[config.mk]
export PLATFORM = sky130hd
export DESIGN_NAME = hamming_link_tx
export DESIGN_NICKNAME = d
export VERILOG_FILES = /design/src/rtl/hamm_pkg.sv /design/src/rtl/hamm_arbiter_rr.sv /design/src/rtl/hamming_link_tx.sv
export SDC_FILE = /design/constraint.sdc
export NUM_CORES = 1
export LEC_CHECK = 0
export BUFFER_PORTS_ARGS = -buffer_cell sky130_fd_sc_hd__clkbuf_2
export CORE_AREA = 8 8 60 62
export DETAILED_ROUTE_END_ITERATION = 7
export DIE_AREA = 0 0 68 70
export GPL_TIMING_DRIVEN = 0
export PLACE_DENSITY = 0.8
export SETUP_SLACK_MARGIN = 0.02
export SYNTH_ARGS = -nofsm -noshare
export SYNTH_HDL_FRONTEND = slang
export SYNTH_SLANG_ARGS = --single-unit
[constraint.sdc]
create_clock -name clk -period 2.18 [get_ports clk]
set_input_delay 0.545 -clock clk [delete_from_list [all_inputs] [get_ports clk]]
set_output_delay 0.545 -clock clk [all_outputs]
set_load 0.05 [all_outputs]
[src/rtl/hamm_pkg.sv]
// Shared definitions for the Hamming(7,4) serial link transmitter.
package hamm_pkg;

  // Codeword positions, transmitted in ascending order
  localparam int POS_P1 = 1;
  localparam int POS_P2 = 2;
  localparam int POS_D1 = 3;
  localparam int POS_P4 = 4;
  localparam int POS_D2 = 5;
  localparam int POS_D3 = 6;
  localparam int POS_D4 = 7;

  typedef logic [1:4] nib_t;
  typedef logic [1:7] cw_t;

  typedef enum logic [1:0] {
    ST_IDLE  = 2'd0,
    ST_SHIFT = 2'd1,
    ST_GAP   = 2'd2
  } state_t;

  // Place data bits and derive the three even-parity bits
  function automatic cw_t hamm_encode(input nib_t d);
    cw_t cw;
    cw         = '0;
    cw[POS_D1] = d[1];
    cw[POS_D2] = d[2];
    cw[POS_D3] = d[3];
    cw[POS_D4] = d[4];
    cw[POS_P1] = d[1] ^ d[2] ^ d[4];
    cw[POS_P2] = d[1] ^ d[3] ^ d[4];
    cw[POS_P4] = d[2] ^ d[3] ^ d[4];
    return cw;
  endfunction

endpackage

[src/rtl/hamm_arbiter_rr.sv]
// Two-way round-robin arbiter; the last-served pointer register lives in the caller.
module hamm_arbiter_rr (
  input  logic [1:0] req,
  input  logic       accept,
  input  logic       ptr,
  output logic [1:0] win,
  output logic       ptr_nxt
);

  // On a tie serve the requester that was not served last
  always_comb begin
    win     = req;
    if (req == 2'b11) win = ptr ? 2'b01 : 2'b10;
    ptr_nxt = (accept && (win != 2'b00)) ? win[1] : ptr;
  end

endmodule

[src/rtl/hamming_link_tx.sv]
// Transmit-side Hamming(7,4) link controller: arbitrate, encode, serialize.
module hamming_link_tx
  import hamm_pkg::*;
#(
  parameter int BIT_PERIOD = 4,
  parameter int GAP_CYCLES = 2
) (
  input  logic       clk,
  input  logic       rst,
  input  logic [1:0] req,
  input  logic [1:4] data0,
  input  logic [1:4] data1,
  input  logic       inj_en,
  input  logic [2:0] inj_pos,
  output logic [1:0] gnt,
  output logic       busy,
  output logic       data_line,
  output logic       strobe
);

  localparam logic [3:0] PER_LAST  = 4'(BIT_PERIOD - 1);
  localparam logic [3:0] GAP_LAST  = 4'(GAP_CYCLES - 1);
  localparam logic       STB_FIRST = (BIT_PERIOD == 1);

  state_t     state;
  logic [2:0] bit_cnt;
  logic [3:0] per_cnt;
  logic [2:7] sr;       // positions not yet placed on data_line
  logic       ptr;
  logic       ptr_nxt;
  logic [1:0] win;
  logic       accept;
  cw_t        flip;
  cw_t        tx_cw;

  assign accept = (state == ST_IDLE) && (req != 2'b00);

  hamm_arbiter_rr u_arb (
    .req    (req),
    .accept (accept),
    .ptr    (ptr),
    .win    (win),
    .ptr_nxt(ptr_nxt)
  );

  // Encode the winning nibble and apply the optional single-bit flip
  always_comb begin
    flip = '0;
    for (int i = 1; i <= 7; i++) flip[i] = inj_en && (inj_pos == 3'(i));
    tx_cw = hamm_encode(win[1] ? data1 : data0) ^ flip;
  end

  // Frame sequencer; strobe is raised one edge early so it lands in the last cycle of each bit
  always_ff @(posedge clk or posedge rst) begin
    if (rst) begin
      state     <= ST_IDLE;
      bit_cnt   <= '0;
      per_cnt   <= '0;
      sr        <= '0;
      ptr       <= 1'b1;
      gnt       <= '0;
      busy      <= 1'b0;
      data_line <= 1'b0;
      strobe    <= 1'b0;
    end else begin
      gnt <= 2'b00;
      ptr <= ptr_nxt;
      case (state)
        ST_IDLE: begin
          if (accept) begin
            state     <= ST_SHIFT;
            gnt       <= win;
            busy      <= 1'b1;
            bit_cnt   <= '0;
            per_cnt   <= '0;
            sr        <= tx_cw[2:7];
            data_line <= tx_cw[1];
            strobe    <= STB_FIRST;
          end
        end
        ST_SHIFT: begin
          if (per_cnt == PER_LAST) begin
            per_cnt <= '0;
            if (bit_cnt == 3'd6) begin
              data_line <= 1'b0;
              strobe    <= 1'b0;
              if (GAP_CYCLES == 0) begin
                state <= ST_IDLE;
                busy  <= 1'b0;
              end else begin
                state <= ST_GAP;
              end
            end else begin
              bit_cnt   <= bit_cnt + 3'd1;
              data_line <= sr[2];
              sr        <= {sr[3:7], 1'b0};
              strobe    <= STB_FIRST;
            end
          end else begin
            per_cnt <= per_cnt + 4'd1;
            strobe  <= ((per_cnt + 4'd1) == PER_LAST);
          end
        end
        ST_GAP: begin
          if (per_cnt == GAP_LAST) begin
            state   <= ST_IDLE;
            busy    <= 1'b0;
            per_cnt <= '0;
          end else begin
            per_cnt <= per_cnt + 4'd1;
          end
        end
        default: begin
          state     <= ST_IDLE;
          busy      <= 1'b0;
          data_line <= 1'b0;
          strobe    <= 1'b0;
        end
      endcase
    end
  end

endmodule
==> impl_metrics.yaml, run 1 <==
cts:
  ctsLongestPathBuffers: 2
  clk_latency_ps: 310
  clk_pin_slew_ps: 120
  ctsRootBufferMaster: "clkbuf_4"
  cts_tree: "done"
  clock-sinks: 21
  cts_buffers: 3
  htreeDepth: 1
power:
  intPower_mw: 1.03
  clkPwrFrac: 0.105
  power.leakage_nw: 0.762
  pwr-share-comb: 0.548
  seq_power_share: 0.347
  switching_share: 0.451
  powerDensity_nw_per_um2: 1170
  switchingPower_mw: 0.845
  ir_drop_uv: 805
setup_path:
  rr_worst_depth: 5
  path_max_fanout: 5
  required_ps: 2390
  cp.arrival_ps: 2280
  r2r_slack_ps: 140
  start_kind: "input pin"
  critPathKind: "input pin to flip-flop"
  critical_path.endpoint_type: "flip-flop"
synth:
  synthFlopType: "dfrtp_1"
  synth-seq-cells: 21
  synth_nets: 171
  synth_compound_area_frac: 0.172
  yosys_warnings: 0
  ys_seq_area_frac: 0.376
  synthArstFlopShare: 1.00
  synthSimpleGateAreaFrac: 0.166
  synth_xor_xnor_area_share: 0.0903
  avgSynthCellArea_sq_um: 9.59
  yosysUniqueCellTypes: 38
  synth_top_family_by_area: "compound AO/OA/AOI/OAI gates"
  muxShareOfSynthArea: 0.0786
  synth_edf_count: 0
  synthesis.area_sq_um: 1400
  synth_fa_ha_area_frac: 0.0804
  syn_inst: 146
placement:
  dp_hpwl_um: 2370
  gp_congestion: 0.851
  post-place-ws_ps: -196
  port_buffers: 20
detailed_routing:
  drtIter0Drc: 92
  viasPerCell: 5.65
  drc: 0
  wl_um: 3000
  wl_per_cell_um: 14.8
  final_antenna_net_count: 0
  vias: 1147
  firstDrtPassIters: 4
grt:
  grt_overflow: 0
  grt_pass1_wl_um: 5220
  use_met1: 0.157
  grt_antenna_before_repair: 0
  grt_max_degree: 22
  globalRouteTotalUtil: 0.139
  grtUsageMet2: 0.242
  grt.busiest_layer: "met2"
  grt_pass1_vias: 1210
  grt_use_met3: 0.0175
die:
  die_x_um: 68
  core_area_sq_um: 2660
  die_y_um: 70
  dieArea_sq_um: 4760
  num_rows: 19
  initial_core_util: 0.526
  ios: 21
final_layout:
  nets: 198
  seqCellArea_sq_um: 527
  drive_gt1_frac: 0.221
  area_growth_pct: 14.7
  antenna_cells: 0
  nFillCells: 247
  fin_util: 0.603
  mostFrequentLayoutCells: "21 x clkbuf_2, 20 x dfrtp_1, 16 x nand2_1, 11 x o21ai_0, 10 x a21oi_1"
  final_common_cell: "clkbuf_2"
  multi_input_area_sq_um: 846
timing:
  finClkSkew_ps: 1.02
  grt_setup_unrepaired: "yes"
  setup_viol: 0
  final_max_slew_viol_count: 0
  slew_headroom: 0.462
  fmaxAchievable_ghz: 0.483
  setup_ws_ps: 112
  hold_violations: 0
  period_minus_slack_ps: 2070
  worstMarginPinSlew_ps: 806
  final.period_utilization: 0.949
  holdWs_ps: 342
status:
  status: "complete, no violations"
min_path:
  hold_path.class: "input pin to asynchronous set/reset pin"
flow_run:
  cap_violations: 0
-- flip-flops by register name, indices dropped and copies added, names as in the netlist --
name and cells:
bit_cnt 3, busy 1, data_line 1, gnt 2, per_cnt 4, ptr 1
sr 6, state 2, strobe 1
-- critical path: stages --
cell and delay (ps):
clkbuf_2 160, a21boi_4 310, mux2i_2 350, xnor3_1 470
a22o_1 190, mux2_4 250
-- cells in the mapped netlist, types with 2 or more instances --
| cell type | number | area, sq um |
|---|---|---|
| clkbuf_1 | 2 | 7.51 |
| nand4_1 | 2 | 12.5 |
| a21o_1 | 2 | 15.0 |
| inv_1 | 9 | 33.8 |
| xnor2_1 | 6 | 52.6 |
| o31ai_1 | 2 | 15.0 |
| nand2_1 | 16 | 60.1 |
| xor2_1 | 4 | 35.0 |
| mux2i_1 | 7 | 70.1 |
| nor4bb_1 | 2 | 20.0 |
| and3_1 | 2 | 12.5 |
| nor2_1 | 8 | 30.0 |
| a21oi_1 | 10 | 50.1 |
| nand3_1 | 6 | 30.0 |
| o22ai_1 | 3 | 18.8 |
| ha_1 | 9 | 113 |
| o21ai_0 | 12 | 60.1 |
| nand4b_1 | 4 | 35.0 |
| dfrtp_1 | 20 | 500 |
| a22o_1 | 2 | 17.5 |
-- power groups by stage --
| stage | combinational (mW) | sequential, mW | clock [mW] |
|---|---|---|---|
| floorplan | 0.662 | 0.737 | 0 |
| global placement | 0.934 | 0.644 | 0 |
| detailed placement | 0.976 | 0.657 | 0 |
| CTS | 0.998 | 0.650 | 0.195 |
| global route | 1.15 | 0.670 | 0.222 |
| finish | 1.03 | 0.650 | 0.197 |
-- cell type report --
type,instances,share of cell area
Inverter,10,0.0234
Tap cell,31,0.0241
Multi-Input combinational cell,112,0.526
Clock buffer,4,0.0164
Timing Repair Buffer,22,0.0717
Buffer,3,0.0101
Sequential cell,21,0.328
-- cells by family (layout without fill, tap and decap cells) --
group	after synthesis	in the layout
compound gates	37	37
buf+inv	13	39
xor+xnor	12	12
fa+ha+maj	9	9
simple gates	44	44
flops	21	21
mux	10	10
-- stage by stage --
step | setup TNS, ps | cell area (sq um) | cells | power (mW)
after floorplan | 0 | 1400 | 146 | 1.40
after global placement | -151 | 1540 | 197 | 1.58
after detailed placement | -196 | 1540 | 197 | 1.63
after CTS | 0 | 1580 | 201 | 1.84
after global routing | -5.66 | 1610 | 203 | 2.04
final | 0 | 1610 | 203 | 1.88
-- metal layers --
| layer | wire length, um | vias to the layer above |
|---|---|---|
| met3 | 71 | 7 |
| met5 | 0 | - |
| met4 | 79 | 0 |
| li1 | - | 575 |
| met1 | 1290 | 544 |
| met2 | 1560 | 21 |
-- repair_timing --
| item | 4_1_cts | 5_1_grt |
|---|---|---|
| gates resized for setup | 2 | 6 |
| setup endpoints to repair | 2 | 10 |
| endpoints found under the hold margin | 0 | 0 |
| buffers inserted | 0 | 2 |
| hold buffers | 0 | 0 |
-- final timing paths --
kind,startpoint,to
min in group clk,sr[3],sr[3]
min,rst,strobe
max in group asynchronous,rst,bit_cnt[0]
max,req[1],data_line
max reg2reg,ptr,data_line
min reg2reg,sr[3],sr[3]
Note: power is estimated with default switching activity, not from simulation.
==> inputs of run 2 (changes only) <==
ABC_AREA = 1   (was default)
CORE_AREA = 8 8 46 84   (was 8 8 60 62)
DIE_AREA = 0 0 54 92   (was 0 0 68 70)
GPL_TIMING_DRIVEN = default   (was 0)
==> run 2 against run 1 <==
Synthesized area is 5.4% higher. Register-to-register slack improved by 210 ps. Via count up 19%. Clock-buffer cell count did not move. Sequential share of layout area down 1.3 points. Sequential power decreased by 5.4%. Routed wire length rose by 2.9%. Critical path depth is 4 higher. Critical endpoint is now sr[2]. Largest cell class unchanged. Largest power group unchanged.
==> impl_metrics.yaml, run 2 <==
cts:
  ctsRootBufferMaster: "clkbuf_8"
  ctsLongestPathBuffers: 2
  cts_buffers: 3
  cts_hold_buf: 0
  clk_latency_ps: 260
  htreeDepth: 1
  cts_tree: "done"
  cts_setup_buffers: 0
  clk_pin_slew_ps: 70
  clock-sinks: 21
  cts.repair.resized: 0
synth:
  yosys.area.top_type_share: 0.339
  synth_xor_xnor_area_share: 0.0416
  avgSynthCellArea_sq_um: 7.06
  synthArstFlopShare: 1.00
  muxShareOfSynthArea: 0
  synthTopCellsByCount: "66 x nand2_1, 30 x inv_1, 20 x dfrtp_1, 19 x nand3_1, 13 x nor2_1"
  synth-seq-cells: 21
  synth_top_family_by_area: "simple AND/OR/NAND/NOR gates"
  synth_area_leader_cell: "dfrtp_1"
  synth_fa_ha_area_frac: 0.0763
  yosysUniqueCellTypes: 26
  post-synth-top-count-cell: "nand2_1"
  synthesis.area_sq_um: 1480
  yosys_warnings: 0
  synth_nets: 234
  syn_inst: 209
  ys_seq_area_frac: 0.357
  synthSimpleGateAreaFrac: 0.323
  synthFlopType: "dfrtp_1"
  synth_compound_area_frac: 0.115
  synth_edf_count: 0
  synth_area_leaders: "dfrtp_1 34%, nand2_1 17%, ha_1 7.6%"
final_layout:
  area_growth_pct: 13.2
  nets: 260
  largest_register: "sr"
  reg_top3: "sr x6, per_cnt x4, bit_cnt x3"
  antenna_cells: 0
  mostFrequentLayoutCells: "66 x nand2_1, 30 x inv_1, 20 x dfrtp_1, 20 x clkbuf_2, 19 x nand3_1"
  largest_reg_flops: 6
  drive_gt1_frac: 0.150
  final_common_cell: "nand2_1"
grt:
  grt_antenna_before_repair: 0
  grt_pass1_wl_um: 5820
  grt_overflow: 0
  globalRouteTotalUtil: 0.146
  grt_max_degree: 22
  grt_pass1_vias: 1444
timing:
  grt_setup_unrepaired: "no"
  slew_headroom: 0.730
  finClkSkew_ps: 2.59
  setup_ws_ps: 350
  fmaxAchievable_ghz: 0.546
  setup_viol: 0
  worstMarginPinSlew_ps: 403
  hold_violations: 0
  setup_tns_ps: 0
  period_minus_slack_ps: 1830
  final.period_utilization: 0.840
  final_max_slew_viol_count: 0
die:
  num_rows: 27
  die_y_um: 92
  initial_core_util: 0.533
  dieArea_sq_um: 4970
  ios: 21
  die_x_um: 54
  core_area_sq_um: 2770
placement:
  post-place-ws_ps: 343
  gp_congestion: 0.909
  port_buffers: 20
  dp_hpwl_um: 2600
detailed_routing:
  drtIter0Drc: 32
  wl_um: 3090
  drc: 0
  firstDrtPassIters: 4
  wl_per_cell_um: 11.7
  viasPerCell: 5.19
  final_antenna_net_count: 0
  vias: 1366
power:
  power.leakage_nw: 0.937
  clkPwrFrac: 0.132
  intPower_mw: 1.02
  ir_drop_uv: 562
  seq_power_share: 0.317
  switching_share: 0.474
  powerDensity_nw_per_um2: 1160
  pwr-share-comb: 0.552
  switchingPower_mw: 0.922
setup_path:
  path_max_fanout: 7
  required_ps: 2340
  critical_path.endpoint_type: "flip-flop"
  start_kind: "flip-flop"
  critPathKind: "flip-flop to flip-flop"
  cp.arrival_ps: 1990
status:
  status: "complete, no violations"
flow_run:
  cap_violations: 0
min_path:
  hold_path.class: "input pin to asynchronous set/reset pin"
==> run 2: cell types whose count changed after synthesis, moves of 5 or more <==
| cell | before | now |
|---|---|---|
| nor2_1 | 8 | 13 |
| nand3_1 | 6 | 19 |
| a21oi_1 | 10 | 4 |
| o21ai_1 | 0 | 5 |
| inv_1 | 9 | 30 |
| mux2i_1 | 7 | 0 |
| nand2_1 | 16 | 66 |
==> run 2: worst max-delay path, cell delays in order, from the launching register on <==
cell	delay (ps)
dfrtp_1	430
inv_1	100
ha_1	210
inv_1	110
nor3_2	330
a21oi_2	60
nand2_1	180
buf_4	180
nor2_1	40
nand2_1	60
nand2_1	40
==> run 2: path summary, 6_finish.rpt <==
kind	start	to	slack (ps)	cells past startpoint
hold reg to reg	sr[2]	sr[2]	490	2
setup / recovery	state[0]	sr[2]	350	10
setup reg to reg	state[0]	sr[2]	350	10
hold / removal	rst	strobe	280	3
min in group clk	sr[2]	sr[2]	490	2
max in group asynchronous	rst	ptr	1630	3
==> run 2: cell families (layout without fill, tap and decap cells) <==
family	Yosys count	after routing
xor+xnor	7	7
buf+inv	34	59
simple gates	108	108
flops	21	21
fa+ha+maj	9	9
compound gates	30	30
==> run 2: final cells by class <==
| cell class | count | area [sq um] |
|---|---|---|
| Clock buffer | 4 | 45.0 |
| Fill cell | 285 | 1100 |
| Inverter | 32 | 120 |
| Multi-Input combinational cell | 154 | 820 |
| Sequential cell | 21 | 527 |
| Tap cell | 29 | 36.3 |
| Timing Repair Buffer | 23 | 123 |
==> run 2: power groups by stage <==
stage	logic, mW	clock network, mW	registers (mW)
floorplan	0.711	0	0.719
global placement	1.06	0	0.617
detailed placement	1.08	0	0.622
CTS	1.08	0.260	0.614
global route	1.24	0.277	0.631
finish	1.07	0.256	0.615
==> run 2: per-stage QoR <==
stage / hold slack [ps] / power [mW] / util / cells / instance area [sq um]
3_5_place_dp: 466 / 1.70 / 0.587 / 259 / 1630
6_report: 282 / 1.94 / 0.603 / 263 / 1670
3_3_place_gp: 473 / 1.68 / 0.587 / 259 / 1630
4_1_cts: 291 / 1.96 / 0.603 / 263 / 1670
2_1_floorplan: 444 / 1.43 / - / 209 / 1480
5_1_grt: 309 / 2.14 / 0.603 / 263 / 1670
==> run 2: layer usage <==
| layer | vias to the layer above | wire, um | track usage |
|---|---|---|---|
| met4 | 0 | 130 | 0.0992 |
| met3 | 11 | 77 | 0.0162 |
| met1 | 618 | 1220 | 0.154 |
| met2 | 24 | 1660 | 0.251 |
| li1 | 713 | - | - |
| met5 | - | 0 | 0 |
==> inputs of run 3 (changes only) <==
clock period = 1.9 ns   (was 2.18 ns; I/O delays follow)
==> run 3 against run 2 <==
Routed wire length up 2.2%. Setup slack got worse by 170 ps. Register-to-register slack worse by 170 ps. Die area unchanged. Total power increased by 17%. Clock skew increased by 1.6 ps. First-iteration DRC count shrank 53%. Global-route usage decreased by 0.070 points. Critical endpoint unchanged. Largest power group unchanged. Highest routed layer unchanged.
==> impl_metrics.yaml, run 3 (synthesized netlist as in run 2, its figures left out) <==
final_layout:
  area_growth_pct: 15.2
  largest_reg_flops: 6
  mostFrequentLayoutCells: "66 x nand2_1, 29 x inv_1, 20 x dfrtp_1, 20 x clkbuf_2, 19 x nand3_1"
  antenna_cells: 0
  reg_top3: "sr x6, per_cnt x4, bit_cnt x3"
  final_cell_area_sq_um: 1700
  nets: 263
  drive_gt1_frac: 0.165
  largest_register: "sr"
  finalNonFillerCells: 266
  fin_util: 0.613
  final_common_cell: "nand2_1"
timing:
  fmaxAchievable_ghz: 0.580
  setup_ws_ps: 176
  final_max_slew_viol_count: 0
  finClkSkew_ps: 4.16
  grt_setup_unrepaired: "no"
  setup_tns_ps: 0
  period_minus_slack_ps: 1720
  hold_violations: 0
  setup_viol: 0
  slew_headroom: 0.815
  holdWs_ps: 206
  worstMarginPinSlew_ps: 278
  final.period_utilization: 0.907
setup_path:
  cp.arrival_ps: 1880
  start_kind: "flip-flop"
  cp_slowest_cell: "dfrtp_1"
  critPathKind: "flip-flop to flip-flop"
  crit_path_frequent_cell: "nand2_1"
  critical_path.endpoint_type: "flip-flop"
  path_max_fanout: 7
  slowest_delay_ps: 400
  crit_chain: "inv_1, ha_1, inv_2, nor3_4, a21oi_2, nand2_1, buf_4, nor2_1, nand2_1, nand2_1"
  required_ps: 2060
  rr_worst_depth: 10
grt:
  grt_antenna_before_repair: 0
  grt_pass1_wl_um: 5750
  grt_max_degree: 22
  grt_overflow: 0
  globalRouteTotalUtil: 0.146
  grt_pass1_vias: 1466
die:
  dieArea_sq_um: 4970
  core_area_sq_um: 2770
  ios: 21
  initial_core_util: 0.533
  die_x_um: 54
  num_rows: 27
  die_y_um: 92
cts:
  cts_buffers: 3
  clock-sinks: 21
  clk_latency_ps: 260
  ctsRootBufferMaster: "clkbuf_8"
  ctsLongestPathBuffers: 2
  clk_pin_slew_ps: 80
  htreeDepth: 1
  cts_tree: "done"
power:
  powerDensity_nw_per_um2: 1340
  ir_drop_uv: 562
  intPower_mw: 1.20
  clkPwrFrac: 0.130
  switchingPower_mw: 1.07
  seq_power_share: 0.312
  power_mw: 2.27
  pwr-share-comb: 0.557
  switching_share: 0.473
  power.leakage_nw: 0.953
placement:
  gp_congestion: 0.833
  post-place-ws_ps: 113
  place_area_sq_um: 1630
  dp_hpwl_um: 2580
  port_buffers: 20
  placedCellCount: 260
detailed_routing:
  drc: 0
  final_antenna_net_count: 0
  vias: 1380
  wl_per_cell_um: 11.9
  firstDrtPassIters: 4
  drtIter0Drc: 15
  viasPerCell: 5.19
  wl_um: 3160
flow_run:
  cap_violations: 0
status:
  status: "complete, no violations"
min_path:
  hold_path.class: "input pin to asynchronous set/reset pin"
run 3: cell types whose count changed in the layout (fill, tap and decap cells not counted), sizes merged:
cell	before	now
buf	3	6
run 3: critical path: cells and delay by family (launching register included):
family	cells	cell delay (ps)
buf+inv	3	380
fa+ha+maj	1	230
compound gates	1	60
flops	1	400
simple gates	5	550
run 3: path summary, 6_finish.rpt:
| kind | from | endpoint | slack, ps |
|---|---|---|---|
| worst max-delay path | state[1] | sr[2] | 180 |
| worst min-delay path | rst | sr[4] | 210 |
| worst max register to register | state[1] | sr[2] | 180 |
| worst min register to register | sr[4] | sr[4] | 490 |
| max in group asynchronous | rst | ptr | 1420 |
| min in group clk | sr[4] | sr[4] | 490 |
run 3: metal layers:
| layer | vias to the layer above | part of all wire | track usage |
|---|---|---|---|
| met2 | 28 | 0.56 | 0.266 |
| met5 | - | 0 | 0 |
| met1 | 623 | 0.38 | 0.142 |
| li1 | 717 | - | - |
| met3 | 12 | 0.028 | 0.0113 |
| met4 | 0 | 0.038 | 0.0950 |
run 3: what timing repair did:
action                     in CTS  in global routing
buffers inserted                0                  2
hold buffers                    0                  0
resized for setup               0                  2
setup endpoints to repair       0                 10
run 3: power groups by stage:
stage / Combinational, mW / Clock, mW / Sequential [mW]
2_1_floorplan: 0.815 / 0 / 0.825
3_3_place_gp: 1.22 / 0 / 0.713
3_5_place_dp: 1.24 / 0 / 0.719
4_1_cts: 1.25 / 0.300 / 0.710
5_1_grt: 1.44 / 0.322 / 0.731
6_report: 1.27 / 0.296 / 0.709
run 3: area by class of cell:
type                            count  area [sq um]
Multi-Input combinational cell    154           826
Fill cell                         286          1070
Clock buffer                        4          45.0
Inverter                           32           120
Timing Repair Buffer               26           145
Tap cell                           29          36.3
Sequential cell                    21           527
